**src/rtl/data_bus_arb_pkg.sv**
```systemverilog
// Shared types for the two-master data bus arbiter: FSM state encoding and owner ids.
package data_bus_arb_pkg;

  typedef enum logic [1:0] {
    ST_IDLE   = 2'd0,
    ST_ACCESS = 2'd1,
    ST_RESP   = 2'd2
  } arb_state_e;

  localparam logic OWN_CORE   = 1'b0;
  localparam logic OWN_LOADER = 1'b1;

endpackage

```
**src/rtl/data_bus_arbiter_if.sv**
```systemverilog
// Bus bundle between the core/loader masters, the arbiter and the memory-map slave port.
interface data_bus_arbiter_if #(
  parameter int unsigned DATA_WIDTH = 32,
  parameter int unsigned ADDR_WIDTH = 32
);
  logic                  m0_req;
  logic                  m0_we;
  logic [ADDR_WIDTH-1:0] m0_addr;
  logic [DATA_WIDTH-1:0] m0_wd;
  logic                  m0_gnt;
  logic                  m0_done;
  logic [DATA_WIDTH-1:0] m0_rd;

  logic                  m1_req;
  logic                  m1_we;
  logic [ADDR_WIDTH-1:0] m1_addr;
  logic [DATA_WIDTH-1:0] m1_wd;
  logic                  m1_gnt;
  logic                  m1_done;
  logic [DATA_WIDTH-1:0] m1_rd;
  logic                  m1_lock;

  logic                  s_we;
  logic                  s_re;
  logic [ADDR_WIDTH-1:0] s_addr;
  logic [DATA_WIDTH-1:0] s_wd;
  logic [DATA_WIDTH-1:0] s_rd;

  logic                  core_stall;

  // Arbiter side.
  modport slave (
    input  m0_req, m0_we, m0_addr, m0_wd,
    input  m1_req, m1_we, m1_addr, m1_wd, m1_lock,
    input  s_rd,
    output m0_gnt, m0_done, m0_rd,
    output m1_gnt, m1_done, m1_rd,
    output s_we, s_re, s_addr, s_wd,
    output core_stall
  );

  // Masters plus memory-map side, as seen by whoever drives the arbiter.
  modport master (
    output m0_req, m0_we, m0_addr, m0_wd,
    output m1_req, m1_we, m1_addr, m1_wd, m1_lock,
    output s_rd,
    input  m0_gnt, m0_done, m0_rd,
    input  m1_gnt, m1_done, m1_rd,
    input  s_we, s_re, s_addr, s_wd,
    input  core_stall
  );

endinterface

```
**src/rtl/arb_rr_picker.sv**
```systemverilog
// Two-way round-robin winner select with the last-served register.
// ARB_LOCK_EN: a locked loader request wins regardless of history.
module arb_rr_picker
  import data_bus_arb_pkg::*;
(
  input  logic       clk,
  input  logic       rst,
  input  logic [1:0] i_req,
  input  logic       i_lock,
  input  logic       i_update,
  input  logic       i_owner,
  output logic       o_winner
);

  logic r_last_served;

  always_ff @(posedge clk or posedge rst) begin
    if (rst) begin
      r_last_served <= OWN_LOADER;
    end else if (i_update) begin
      r_last_served <= i_owner;
    end
  end

  always_comb begin
    o_winner = OWN_CORE;
    if (i_req == 2'b11) begin
      o_winner = ~r_last_served;
    end else if (i_req[1]) begin
      o_winner = OWN_LOADER;
    end
`ifdef ARB_LOCK_EN
    if (i_lock && i_req[1]) begin
      o_winner = OWN_LOADER;
    end
`endif
  end

`ifndef ARB_LOCK_EN
  logic w_lock_unused;
  assign w_lock_unused = i_lock;
`endif

endmodule

```
**src/rtl/data_bus_arbiter.sv**
```systemverilog
// Two-master (core / UART loader) arbiter for the MEM-stage data bus, IDLE->ACCESS->RESP.
// ARB_LOCK_EN enables the loader burst lock; undefined gives pure round-robin.
module data_bus_arbiter
  import data_bus_arb_pkg::*;
#(
  parameter int unsigned DATA_WIDTH = 32,
  parameter int unsigned ADDR_WIDTH = 32,
  parameter int unsigned ACCESS_LAT = 1
) (
  input  logic               clk,
  input  logic               rst,
  data_bus_arbiter_if.slave  bus
);

  localparam int unsigned CNT_W = $clog2(ACCESS_LAT + 1);
  localparam logic [CNT_W-1:0] CNT_INIT = CNT_W'(ACCESS_LAT - 1);

  arb_state_e            r_state;
  logic [CNT_W-1:0]      r_cnt;
  logic                  r_owner;
  logic [1:0]            r_gnt;
  logic [1:0]            r_done;
  logic                  r_s_we;
  logic                  r_s_re;
  logic [ADDR_WIDTH-1:0] r_s_addr;
  logic [DATA_WIDTH-1:0] r_s_wd;
  logic [DATA_WIDTH-1:0] r_rd0;
  logic [DATA_WIDTH-1:0] r_rd1;

  logic                  w_winner;
  logic                  w_update;
  logic                  w_sel_we;
  logic [ADDR_WIDTH-1:0] w_sel_addr;
  logic [DATA_WIDTH-1:0] w_sel_wd;

  assign w_update   = (r_state == ST_RESP);
  assign w_sel_we   = w_winner ? bus.m1_we   : bus.m0_we;
  assign w_sel_addr = w_winner ? bus.m1_addr : bus.m0_addr;
  assign w_sel_wd   = w_winner ? bus.m1_wd   : bus.m0_wd;

  arb_rr_picker u_picker (
    .clk      (clk),
    .rst      (rst),
    .i_req    ({bus.m1_req, bus.m0_req}),
    .i_lock   (bus.m1_lock),
    .i_update (w_update),
    .i_owner  (r_owner),
    .o_winner (w_winner)
  );

  always_ff @(posedge clk or posedge rst) begin
    if (rst) begin
      r_state  <= ST_IDLE;
      r_cnt    <= '0;
      r_owner  <= OWN_CORE;
      r_gnt    <= '0;
      r_done   <= '0;
      r_s_we   <= 1'b0;
      r_s_re   <= 1'b0;
      r_s_addr <= '0;
      r_s_wd   <= '0;
      r_rd0    <= '0;
      r_rd1    <= '0;
    end else begin
      unique case (r_state)
        ST_IDLE: begin
          if (bus.m0_req || bus.m1_req) begin
            r_owner  <= w_winner;
            r_gnt    <= w_winner ? 2'b10 : 2'b01;
            r_s_we   <= w_sel_we;
            r_s_re   <= ~w_sel_we;
            r_s_addr <= w_sel_addr;
            r_s_wd   <= w_sel_wd;
            r_cnt    <= CNT_INIT;
            r_state  <= ST_ACCESS;
          end
        end
        ST_ACCESS: begin
          // Write strobe lasts one cycle so a slow slave never sees a repeated write.
          r_s_we <= 1'b0;
          if (r_cnt == '0) begin
            r_s_re          <= 1'b0;
            r_done[r_owner] <= 1'b1;
            if (r_owner == OWN_LOADER) begin
              r_rd1 <= bus.s_rd;
            end else begin
              r_rd0 <= bus.s_rd;
            end
            r_state <= ST_RESP;
          end else begin
            r_cnt <= r_cnt - 1'b1;
          end
        end
        ST_RESP: begin
          r_gnt   <= '0;
          r_done  <= '0;
          r_state <= ST_IDLE;
        end
        default: r_state <= ST_IDLE;
      endcase
    end
  end

  assign bus.m0_gnt     = r_gnt[0];
  assign bus.m1_gnt     = r_gnt[1];
  assign bus.m0_done    = r_done[0];
  assign bus.m1_done    = r_done[1];
  assign bus.m0_rd      = r_rd0;
  assign bus.m1_rd      = r_rd1;
  assign bus.s_we       = r_s_we;
  assign bus.s_re       = r_s_re;
  assign bus.s_addr     = r_s_addr;
  assign bus.s_wd       = r_s_wd;
  assign bus.core_stall = bus.m0_req & ~r_done[0];

endmodule

```
**src/flat_wrapper.sv**
```systemverilog
// flat-port wrapper written by rule: the top's interface ports become plain ports
module data_bus_arbiter_flat import data_bus_arb_pkg::*;
#(
  parameter int unsigned DATA_WIDTH = 32,
  parameter int unsigned ADDR_WIDTH = 32,
  parameter int unsigned ACCESS_LAT = 1
)
  (clk, rst, bus_m0_req, bus_m0_we, bus_m0_addr, bus_m0_wd, bus_m1_req, bus_m1_we, bus_m1_addr, bus_m1_wd, bus_m1_lock, bus_s_rd, bus_m0_gnt, bus_m0_done, bus_m0_rd, bus_m1_gnt, bus_m1_done, bus_m1_rd, bus_s_we, bus_s_re, bus_s_addr, bus_s_wd, bus_core_stall);
  data_bus_arbiter_if #(.DATA_WIDTH(DATA_WIDTH), .ADDR_WIDTH(ADDR_WIDTH)) bus_i ();
  input  logic clk;
  input  logic rst;
  input wire logic [$bits(bus_i.m0_req)-1:0] bus_m0_req;
  input wire logic [$bits(bus_i.m0_we)-1:0] bus_m0_we;
  input wire logic [$bits(bus_i.m0_addr)-1:0] bus_m0_addr;
  input wire logic [$bits(bus_i.m0_wd)-1:0] bus_m0_wd;
  input wire logic [$bits(bus_i.m1_req)-1:0] bus_m1_req;
  input wire logic [$bits(bus_i.m1_we)-1:0] bus_m1_we;
  input wire logic [$bits(bus_i.m1_addr)-1:0] bus_m1_addr;
  input wire logic [$bits(bus_i.m1_wd)-1:0] bus_m1_wd;
  input wire logic [$bits(bus_i.m1_lock)-1:0] bus_m1_lock;
  input wire logic [$bits(bus_i.s_rd)-1:0] bus_s_rd;
  output wire logic [$bits(bus_i.m0_gnt)-1:0] bus_m0_gnt;
  output wire logic [$bits(bus_i.m0_done)-1:0] bus_m0_done;
  output wire logic [$bits(bus_i.m0_rd)-1:0] bus_m0_rd;
  output wire logic [$bits(bus_i.m1_gnt)-1:0] bus_m1_gnt;
  output wire logic [$bits(bus_i.m1_done)-1:0] bus_m1_done;
  output wire logic [$bits(bus_i.m1_rd)-1:0] bus_m1_rd;
  output wire logic [$bits(bus_i.s_we)-1:0] bus_s_we;
  output wire logic [$bits(bus_i.s_re)-1:0] bus_s_re;
  output wire logic [$bits(bus_i.s_addr)-1:0] bus_s_addr;
  output wire logic [$bits(bus_i.s_wd)-1:0] bus_s_wd;
  output wire logic [$bits(bus_i.core_stall)-1:0] bus_core_stall;
  assign bus_i.m0_req = bus_m0_req;
  assign bus_i.m0_we = bus_m0_we;
  assign bus_i.m0_addr = bus_m0_addr;
  assign bus_i.m0_wd = bus_m0_wd;
  assign bus_i.m1_req = bus_m1_req;
  assign bus_i.m1_we = bus_m1_we;
  assign bus_i.m1_addr = bus_m1_addr;
  assign bus_i.m1_wd = bus_m1_wd;
  assign bus_i.m1_lock = bus_m1_lock;
  assign bus_i.s_rd = bus_s_rd;
  assign bus_m0_gnt = bus_i.m0_gnt;
  assign bus_m0_done = bus_i.m0_done;
  assign bus_m0_rd = bus_i.m0_rd;
  assign bus_m1_gnt = bus_i.m1_gnt;
  assign bus_m1_done = bus_i.m1_done;
  assign bus_m1_rd = bus_i.m1_rd;
  assign bus_s_we = bus_i.s_we;
  assign bus_s_re = bus_i.s_re;
  assign bus_s_addr = bus_i.s_addr;
  assign bus_s_wd = bus_i.s_wd;
  assign bus_core_stall = bus_i.core_stall;
  data_bus_arbiter #(.DATA_WIDTH(DATA_WIDTH), .ADDR_WIDTH(ADDR_WIDTH), .ACCESS_LAT(ACCESS_LAT)) u_core (.clk(clk), .rst(rst), .bus(bus_i));
endmodule
```
**config.mk**
```make
export PLATFORM = sky130hd
export DESIGN_NAME = data_bus_arbiter_flat
export DESIGN_NICKNAME = d
export VERILOG_FILES = /design/src/rtl/data_bus_arb_pkg.sv /design/src/rtl/data_bus_arbiter_if.sv /design/src/rtl/arb_rr_picker.sv /design/src/rtl/data_bus_arbiter.sv /design/src/flat_wrapper.sv
export SDC_FILE = /design/constraint.sdc
export NUM_CORES = 1
export LEC_CHECK = 0
export CORE_MARGIN = 2
export CORE_UTILIZATION = 35
export CTS_CLUSTER_DIAMETER = 120
export DETAILED_ROUTE_END_ITERATION = 10
export PLACE_DENSITY = 0.73
export SLEW_MARGIN = 20
export SYNTH_ARGS = -nofsm -noshare
export SYNTH_HDL_FRONTEND = slang
export SYNTH_SLANG_ARGS = --single-unit
```
**constraint.sdc**
```tcl
create_clock -name clk -period 6 [get_ports clk]
set_input_delay 0.9 -clock clk [delete_from_list [all_inputs] [get_ports clk]]
set_output_delay 0.9 -clock clk [all_outputs]
set_load 0.005 [all_outputs]
```
# Word-level counts from Yosys, hierarchy flattened
# Index checks and enable logic that the tools add are counted.
[word_totals] regBits=139 mem_bits_ro=0 ramBits=0 out_inout_bits=135 input_bits=167 latch_bits=0 memories=0
[classes] n_lt_le_gt_ge=2 div_mod_pow=0 reduce_logical=14 mux=23 mul=0 shift=0 bitwise=7 add_sub_neg=1 n_eq_ne=5
[op_table] operator="32-bit 2-to-1 mux" n=2
[op_table] operator="2-bit one-hot mux with 2 select lines" n=3
[op_table] operator="2-bit 2-to-1 mux" n=5
[op_table] operator="2-bit AND reduction" n=5
[op_table] operator="1-bit 2-to-1 mux" n=9
[op_table] operator="3-bit AND reduction" n=3
[op_table] operator="1-bit one-hot mux with 2 select lines" n=3
[op_table] operator="2-bit nonzero test" n=3
[op_table] operator="1-bit NOT" n=5
[op_table] operator="2-bit == test (second input constant)" n=2
[op_table] operator="2-bit by 1-bit == test with 1-bit output (second input constant)" n=1
[op_table] operator="2-bit logical NOT" n=1
[op_table] operator="1-bit by 2-bit < comparator with 1-bit output (second input constant)" n=1
[op_table] operator="2-bit by 1-bit != test with 1-bit output (second input constant)" n=1
[op_table] operator="2-bit != test (second input constant)" n=1
[op_table] operator="2-bit bitwise OR" n=1
[op_table] operator="1-bit AND" n=1
[op_table] operator="1-bit demux with 1-bit select" n=1
[op_table] operator="1-bit greater-or-equal comparator (second input constant)" n=1
[op_table] operator="1-bit logical AND" n=1
[op_table] operator="1-bit logical OR" n=1
[op_table] operator="1-bit subtractor (second input constant)" n=1

# Logic depth before layout (Yosys ltp)
[depth] ltp_word=7 ltp_mapped=8 depth_no_buf=5

# By module
# From an unflattened synthesis, not the netlist that was laid out.
[hier_totals] cells_unflattened=462 hier_area_um2=5910.7
[by_module_without_submodules] mod="data_bus_arbiter" area_per_inst_um2=5858.1 cells_each=458 seq_area_each_um2=3428.3 n_inst=1
[by_module_without_submodules] mod="arb_rr_picker" area_per_inst_um2=52.6 cells_each=4 seq_area_each_um2=26.3 n_inst=1

# Least setup slack after synthesis
# Ideal clock, no wire load.
[synth_timing] kind="input port to output port" start="in bus_m0_req" end="out bus_core_stall" t_arrival_ns=1.190 slack_ns=3.910 stages=2 path_cell_list="buf_4 nor2b_1"
[synth_between] elab_chain_cells=1
[synth_lines] item="start: declaration" line="flat_wrapper.sv:12" text="input wire logic [$bits(bus_i.m0_req)-1:0] bus_m0_req;"
[synth_lines] item="1-bit AND" line="data_bus_arbiter.sv:114" text="assign bus.core_stall = bus.m0_req & ~r_done[0];"
[synth_lines] item="end: declaration" line="flat_wrapper.sv:32" text="output wire logic [$bits(bus_i.core_stall)-1:0] bus_core_stall;"
# Every way passes these cells.

# Worst setup path after layout
# Same ends and word-level chain as after synthesis.

==> out/metrics.cfg <==
[run_status]
outcome=complete, no violations

[worst_setup_path]
path_max_fanout=10
ff2ff_setup_slack_ns=3.49
critPathArrivalTime_ns=2.28
required_ns=5.10
crit_path_start_kind=primary input
crit_path_top_delay_cell=clkdlybuf4s50_1
r2r-start=u_core.r_state[0]
rr_worst_depth=6
cp_common_cell=clkdlybuf4s50_1
cp.buffers_inverters=2
critPathKind=in -> out
timing.rr.end=u_core.bus.s_wd[22]
slowest_delay_ns=0.70
worstPathCellList=clkdlybuf4s50_1 > nor2b_1 > clkdlybuf4s50_1
crit_family=buffers and inverters
endpoint_kind=primary output

[clocking]
cts_hold_buf=0
cts_setup_buffers=0
cts_resized=0
clkLatencyLatePin_ns=0.41
clockRootBuffer=clkbuf_16
htreeDepth=4
clk_path_buf_depth=2
path_clk_slew_ns=0.07
numClockSinks=138
cts_tree=built
cts_buffers=17

[die]
start_util_pct=35.5
die_w_um=133
die_area_um2=17800
core_area_um2=16500
die_h_um=133
io-pin-count=302
row_count=47

[sta]
tightest_slew_ns=1.01
fmax_mhz=314
fin_crit_sh_pct=53.1
rsz0062_at_grt=false
period_needed_ns=3.18
setup_violations=0
finalHoldViolations=0
slew_viol_final=0
setup_slack_ns=2.82
fin_setup_tns_ns=0
relSlewSlack_pct=32.6
skew_ns=0.0112

[detailed_routing]
routed.top_layer=met4
wl_per_cell_um=15.6
drt_pass1_iterations=4
totalWireLength_um=16500
vias_per_cell=4.66
met2_length_um=8010
wl_met3_um=1460
drt_iter0_drc=197
drt-met1-wl_um=6860
vias=4935
drc=0
antenna_left=0

[yosys]
syn_inst=538
ys_async_sr_fraction_pct=100
yosysTopAreaCell=dfrtp_1
synthDistinctLibCells=29
netlist_area_um2=5850
syn_nets=709
syn_area_per_cell_um2=10.9
netlist.area_leader.share_pct=58.6
synth-seq-area-share_pct=59.1
synth-seq-cells=138
ys_warn_count=0
synth_edf_count=0
ys.flop_type=dfrtp_1
yosys-top-cells-area=dfrtp_1 (59%), mux2_2 (12%), nand2_1 (8.5%)

[layout]
fin_nets=998
syn_to_final_growth_pct=62.6
n_antenna_cell=0
multiInputGateArea_um2=2120
fillerInstances=1410
regArea_um2=3450
drive_above_1_share_pct=12.4

[grt]
grt_overflow=0
antenna_found_initial=0
grt_pass1_vias=4870
grt_max_degree=87
grt_pass1_wl_um=26000
gr-usage-all-layers_pct=18.8

[power]
p_per_area_nw_per_um2=507
peakVddDrop_v=0.000200
sw_frac_of_total_pct=31.3
p_comb_share_pct=44.1
power_frac_seq_pct=34.5
p_int_mw=3.31
power.leakage_nw=3.94
power_switching_mw=1.51
p_clk_share_pct=21.4

[worst_hold_path]
min_to=u_core.bus.m0_rd[19]
min_path_cells=1
hold_class=reg -> reg
hold_path_startpoint=u_core.bus.m0_rd[19]

[placed_design]
pre_cts_slack_ns=2.62
dp_hpwl_um=11800
place.gp.congestion=0.750
numPortBuffers=300

[run]
maxCapViolations=0

## power by group through the flow
stage               logic (mW)  registers [mW]  clock network, mW
floorplan                0.921            1.70                  0
global placement          2.14            1.66                  0
detailed placement        2.16            1.68                  0
CTS                       2.16            1.67               1.06
global route              2.32            1.73               1.10
finish                    2.13            1.66               1.03
## cell families after synthesis
| group | count (synthesis) | share of synthesized area, % |
|---|---|---|
| AND/OR/NAND/NOR | 205 | 13.4 |
| flip-flops | 138 | 59.1 |
| AO/OA/AOI/OAI | 83 | 9.18 |
| adder cells (fa/ha/maj) | 4 | 0.856 |
| multiplexers | 66 | 12.7 |
| buffers and inverters | 42 | 4.79 |
## Yosys cell counts, types with 2 or more instances
cell type / number
dfrtp_1: 137
nand2_1: 133
nor2_1: 66
a31oi_1: 65
mux2_2: 60
buf_2: 23
a21oi_1: 6
buf_4: 6
inv_1: 6
buf_8: 5
mux2_1: 5
ha_1: 4
o21ai_0: 3
a22o_1: 2
buf_6: 2
nand2b_1: 2
## final cells by class
cell class / instances / area share (%)
Tap cell: 220 / 2.89
Sequential cell: 138 / 36.3
Inverter: 6 / 0.289
Multi-Input combinational cell: 358 / 22.3
Clock buffer: 17 / 4.47
Clock inverter: 15 / 1.66
Timing Repair Buffer: 306 / 32.0
## worst max path at each step
stage | start | to | slack [ns] | cells past startpoint
global route | bus_m0_req | bus_core_stall | 2.75 | 3
floorplan | rst | u_core.bus.m0_rd[0] | 1.41 | 1
finish | bus_m0_req | bus_core_stall | 2.82 | 3
CTS | bus_m0_req | bus_core_stall | 2.81 | 3
detailed placement | bus_m0_req | u_core.bus.s_wd[31] | 2.62 | 5
global placement | bus_m0_req | u_core.bus.s_wd[31] | 2.61 | 5
## worst reg2reg max path: stages (launching register included)
cell and delay, ns:
dfrtp_1 0.40, inv_1 0.12, ha_1 0.34, o21a_4 0.75
buf_4 0.56, nor2_1 0.08, a31oi_1 0.17
## sequential cells by signal (all words and copies together) (netlist names)
name / flops
u_core.bus.s_re: 1
u_core.bus.s_wd: 32
u_core.r_gnt: 2
u_core.u_picker.r_last_served: 1
u_core.r_owner: 1
u_core.bus.m0_rd: 32
u_core.r_done: 2
u_core.bus.m1_rd: 32
u_core.r_state: 2
u_core.bus.s_we: 1
u_core.bus.s_addr: 32
## metrics by stage
step                      utilization, %  hold slack (ns)  instances  total power, mW  cell area, um^2
after floorplan                        -            0.479        538             2.62             5850
after global placement              54.2            0.469       1028             3.80             8930
after detailed placement            54.2            0.474       1028             3.84             8930
after CTS                           57.8            0.489       1060             4.89             9510
after global routing                57.8            0.497       1060             5.14             9510
final                               57.8            0.486       1060             4.82             9510
## cells in the final DEF (no fill, tap or decap), types with 6 or more instances in the layout
cell type and count:
clkdlybuf4s50_1 300, dfrtp_1 137, nand2_1 133, nor2_1 66, a31oi_1 65, mux2_2 60
clkbuf_16 17, inv_6 6, a21oi_1 6, buf_4 6
## per-layer routing
metal,track usage (%),vias up
li1,-,2410
met1,22.4,2294
met2,31.9,218
met3,6.85,13
met4,5.56,0
met5,0,-
Note: power is estimated with default switching activity, not from simulation.
